[src/rtl/regfile_bypass_sb.sv]
// regfile_bypass_sb: N-read/1-write register file with write-through bypass and busy scoreboard (debug ports via REGFILE_DEBUG_PORT_EN)
module regfile_bypass_sb #(
  parameter int DATA_W   = 32,
  parameter int NUM_REGS = 32,
  parameter int ADDR_W   = $clog2(NUM_REGS),
  parameter int NUM_RD   = 2
) (
  input  logic                     clk,
  input  logic                     rst,
  input  logic [NUM_RD-1:0]        rd_en,
  input  logic [NUM_RD*ADDR_W-1:0] rd_addr,
  output logic [NUM_RD*DATA_W-1:0] rd_data,
  output logic [NUM_RD-1:0]        rd_busy,
  output logic                     stall,
  input  logic                     we,
  input  logic [ADDR_W-1:0]        wr_addr,
  input  logic [DATA_W-1:0]        wr_data,
  input  logic                     iss_valid,
  input  logic [ADDR_W-1:0]        iss_addr
`ifdef REGFILE_DEBUG_PORT_EN
  ,
  output logic [NUM_REGS*DATA_W-1:0] dbg_regs,
  output logic [NUM_REGS-1:0]        dbg_busy
`endif
);
  logic [DATA_W-1:0]   regs_q [NUM_REGS];
  logic [DATA_W-1:0]   regs_d [NUM_REGS];
  logic [NUM_REGS-1:0] busy_q, busy_d;
  always_comb begin
    regs_d = regs_q;
    busy_d = busy_q;
    if (we && wr_addr != '0) regs_d[wr_addr] = wr_data;
    if (we) busy_d[wr_addr] = 1'b0;
    // issue after writeback so a new producer on the same index wins
    if (iss_valid && iss_addr != '0) busy_d[iss_addr] = 1'b1;
    regs_d[0] = '0;
    busy_d[0] = 1'b0;
  end
  always_ff @(posedge clk) begin
    if (rst) begin
      regs_q <= '{default: '0};
      busy_q <= '0;
    end else begin
      regs_q <= regs_d;
      busy_q <= busy_d;
    end
  end
  for (genvar p = 0; p < NUM_RD; p++) begin : g_rd
    logic [ADDR_W-1:0] ra;
    logic              hit;
    assign ra  = rd_addr[p*ADDR_W +: ADDR_W];
    assign hit = we && wr_addr == ra;
    assign rd_data[p*DATA_W +: DATA_W] = ra == '0 ? '0 : hit ? wr_data : regs_q[ra];
    assign rd_busy[p] = busy_q[ra] & ~hit;
  end
  assign stall = |(rd_en & rd_busy);
`ifdef REGFILE_DEBUG_PORT_EN
  for (genvar r = 0; r < NUM_REGS; r++) begin : g_dbg
    assign dbg_regs[r*DATA_W +: DATA_W] = regs_q[r];
  end
  assign dbg_busy = busy_q;
`endif
endmodule

[config.mk]
export PLATFORM = sky130hd
export DESIGN_NAME = regfile_bypass_sb
export DESIGN_NICKNAME = d
export VERILOG_FILES = /design/src/rtl/regfile_bypass_sb.sv
export SDC_FILE = /design/constraint.sdc
export NUM_CORES = 2
export LEC_CHECK = 0
export ABC_CLOCK_PERIOD_IN_PS = 2800
export CORE_MARGIN = 3
export CORE_UTILIZATION = 37
export CTS_BUF_LIST = sky130_fd_sc_hd__clkbuf_4 sky130_fd_sc_hd__clkbuf_8
export CTS_CLUSTER_SIZE = 8
export DETAILED_ROUTE_END_ITERATION = 10
export PLACE_DENSITY = 0.61
export SYNTH_ARGS = -nofsm -noshare
export SYNTH_HDL_FRONTEND = slang
export SYNTH_SLANG_ARGS = --single-unit
[constraint.sdc]
create_clock -name clk -period 2.8 [get_ports clk]
set_input_delay 0.42 -clock clk [delete_from_list [all_inputs] [get_ports clk]]
set_output_delay 0.42 -clock clk [all_outputs]
set_load 0.1 [all_outputs]
==> metrics.log <==
[metrics] Post-synth EDFFs: 0
[metrics] number of antenna violations at the first check in global routing: 4
[metrics] post-route total power: 0.0340 W
[metrics] DRC errors left: 0
[metrics] height of the die: 383 microns
[metrics] worst ir drop on vdd: 0.000339 V
[metrics] Fin Clk Skew: 0 ns
[metrics] Total Routed Length: 228000 microns
[metrics] detailed-route via count: 51.2k
[metrics] sequential cell area in the final layout: 20700 sq um
[metrics] cell-by-cell listing of the critical path: mux4_2 > a22o_1 > a221o_1 > a211oi_2 > buf_4 > nor3_4 > buf_12
[metrics] leading cell type by number of instances after synthesis: nand2_1
[metrics] detailed router's first-iteration violation count: 7096
[metrics] Yosys top cell area share: 0.389
[metrics] synth cell count leaders: 2138 x nand2_1, 1023 x dfxtp_1, 997 x a21oi_1, 454 x clkbuf_1, 450 x mux4_2
[metrics] count of maximum capacitance violations: 0
[metrics] largest incremental delay on the critical path: 0.46 ns
[metrics] vias in the first global route: 48.7k
[metrics] crit path capture type: output pin
[metrics] area taken by multi-input logic gates: 31100 sq um
[metrics] final worst slack: -0.571 ns
[metrics] number of CTS-inserted buffers: 170
[metrics] Root Buffer Master: clkbuf_8
[metrics] Final Hold Viols: 0
[metrics] per-instance average area after synthesis: 8.64 sq um
[metrics] worst relative slew slack: 0.520
[metrics] post-route worst hold slack: 0.288 ns
[metrics] number of iterations in the first detailed-routing pass: 7
[metrics] status: finished, violations left
[metrics] Worst Setup Start Kind: flip-flop
[metrics] worst-skew pair later-pin latency: 0.89 ns
[metrics] share of the yosys chip area belonging to registers: 0.389
[metrics] number of nets still failing antenna checks after routing: 0
[metrics] Total Die Area: 147000 sq um
[metrics] min-delay src: wr_data[13]
[metrics] required time of the critical path: 2.38 ns
[metrics] fillcell total: 13.0k
[metrics] Power Dens Cells: 514 nW/um^2
[metrics] Fmax: 0.297 GHz
[metrics] static leakage: 22.4 nW
[metrics] cell type with the largest total area after synthesis: dfxtp_1
[metrics] number of library cell types mapped by synthesis: 58
[metrics] width of the chip: 383 microns
[metrics] worst reg-to-reg setup slack: 2.07 ns
[metrics] dominant register cell in the synthesized netlist: dfxtp_1
[metrics] critical-path cell with the highest stage delay: mux4_2
[metrics] CTS H-tree lvls: 4
[metrics] Crit Path Class: reg -> out
[metrics] global-route wire length before repair: 329000 microns
[metrics] total nets after synthesis: 6147
[metrics] end point of the critical path: rd_data[45]
[metrics] Syn. warnings: 0
[metrics] boundary pin count: 125
[metrics] Post-Synthesis Cells: 6089
[metrics] area overhead of the layout relative to synthesis: 25.9%
[metrics] pre-CTS worst setup slack: -0.827 ns
[metrics] clock tree from TritonCTS: done
[metrics] accumulated negative setup slack: -22.25 ns
[metrics] global-route usage over all layers: 0.302
[metrics] CTS max path bufs: 3
[metrics] Worst R2R Start: regs_q[697]
[metrics] CTS clock-pin slew for the worst setup and hold paths: 0.06 ns
[metrics] maximum net fanout on the critical path: 3
[metrics] hold path depth: 4
[metrics] detail-routed via count per cell: 6.14
[metrics] placer's final routability congestion estimate: 0.938
[metrics] average wire length per cell after detail routing: 27.4 microns
[metrics] Synth async-reset ratio: 0
[metrics] final worst path period need: 3.37 ns
[metrics] share of layout cells above drive strength 1: 0.299
[metrics] Initial Util: 0.375
[metrics] setup-violating endpoint count in the final report: 67
[metrics] slew at the pin closest to its max-slew limit: 0.714 ns
[metrics] placeable core region: 140000 sq um
[metrics] row count: 137
[metrics] total standard cell area after synthesis: 52600 sq um
[metrics] number of clock sinks seen by CTS: 1023
[metrics] DPL Wire Length: 148000 microns
[metrics] HP Class: in -> reg
[metrics] depth of the worst register-to-register path: 3
[metrics] Tcrit/Tclk final: 1.20
[metrics] Port-buffer cells: 124
[metrics] worst endpoint data arrival time: 2.95 ns
[metrics] unrepaired setup endpoints after global routing: true
[metrics] endpoint of the lowest-slack register-to-register path: regs_q[697]
[metrics] gr ovfl total: 0
[metrics] final slew viol count: 0
[metrics] pin count of the biggest net entering global routing: 109
[metrics] startpoint of the worst setup timing path: regs_q[589]
[metrics] failing checks: negative setup slack
[metrics] final-stage net count: 6381
[metrics] dominant cells by area after synthesis: dfxtp_1 39%, mux4_2 19%, nand2_1 15%, a21oi_1 9.5%, clkbuf_1 3.2%
[metrics] FF+latch count, synth: 1023
[worst min-delay path by stage]
stage                  end
6_report       regs_q[173]
5_1_grt        regs_q[511]
4_1_cts        regs_q[173]
3_5_place_dp    regs_q[51]
3_3_place_gp   regs_q[908]
2_1_floorplan  regs_q[898]
[sequential cells by signal, indices dropped and copies added, names as in the netlist]
signal and count:
busy_q 31, regs_q 992
[layout make-up]
cell class,count,area share
well taps,1876,0.0355
flip-flops and latches,1023,0.312
repair buffers,717,0.127
clock buffers,279,0.0520
multi-input cells,4408,0.470
clock inverters,20,0.00335
diodes,3,0.000113
inverters,3,0.000170
[worst max-delay path: cells and delay by family, from the launching register on]
family                 cells  cell delay, ns
flip-flops                 1            0.32
multiplexers               1            0.46
AO/OA/AOI/OAI              3            0.82
buffers and inverters      2            0.35
AND/OR/NAND/NOR            1            0.09
[cells in the final DEF (no fill, tap or decap), types with 23 or more instances in the layout]
| master | Yosys | layout |
|---|---|---|
| nor2_1 | 166 | 135 |
| a221o_1 | 32 | 25 |
| nor3_1 | 64 | 32 |
| a211oi_4 | 0 | 23 |
| a221oi_1 | 66 | 56 |
| nand2_2 | 0 | 46 |
| dfxtp_1 | 1023 | 863 |
| a22o_1 | 37 | 31 |
| clkbuf_4 | 1 | 64 |
| a22oi_1 | 71 | 48 |
| clkdlybuf4s50_1 | 0 | 41 |
| clkbuf_8 | 0 | 215 |
| a21oi_1 | 997 | 994 |
| buf_12 | 0 | 219 |
| mux2i_1 | 92 | 83 |
| a22oi_2 | 0 | 23 |
| dfxtp_2 | 0 | 160 |
| nor3_4 | 0 | 32 |
| buf_4 | 39 | 422 |
| nor2_4 | 0 | 29 |
| mux2_2 | 66 | 66 |
| mux4_2 | 450 | 450 |
| nand2_1 | 2138 | 2091 |
[layer usage]
metal,global-route usage,wire length [microns],share of wire,vias to the layer above
li1,-,-,-,21800
met5,0,13,0.000057,-
met3,0.0921,31200,0.14,792
met2,0.455,99200,0.44,3731
met1,0.390,85100,0.37,24900
met4,0.154,12500,0.055,2
[cells by family after synthesis]
kind of cell,count (synthesis),share of synthesized area
simple gates,2452,0.181
compound gates,1338,0.148
flops,1023,0.389
buf+inv,658,0.0552
mux,608,0.224
xor+xnor,10,0.00167
[report_power, final]
part / internal (W) / switching (W) / total, W
Combinational: 0.00173 / 0.00297 / 0.00470
Sequential: 0.0147 / 0.0000842 / 0.0148
Clock: 0.00807 / 0.00652 / 0.0146
Total: 0.0245 / 0.00957 / 0.0340
[through the flow]
step	cells	util	area [sq um]
5_1_grt	8327	0.471	66200
3_3_place_gp	8009	0.436	61200
2_1_floorplan	6089	-	53500
4_1_cts	8323	0.469	65900
6_report	8329	0.471	66200
3_5_place_dp	8009	0.436	61200
[repair_timing]
item,CTS,global route
hold endpoints to repair,47,0
pin swaps,138,30
hold buffers,1,0
setup buffers,21,4
gates resized for setup,259,100
setup endpoints to repair,67,67
gates cloned,1,1
(Power assumes the default switching activity.)
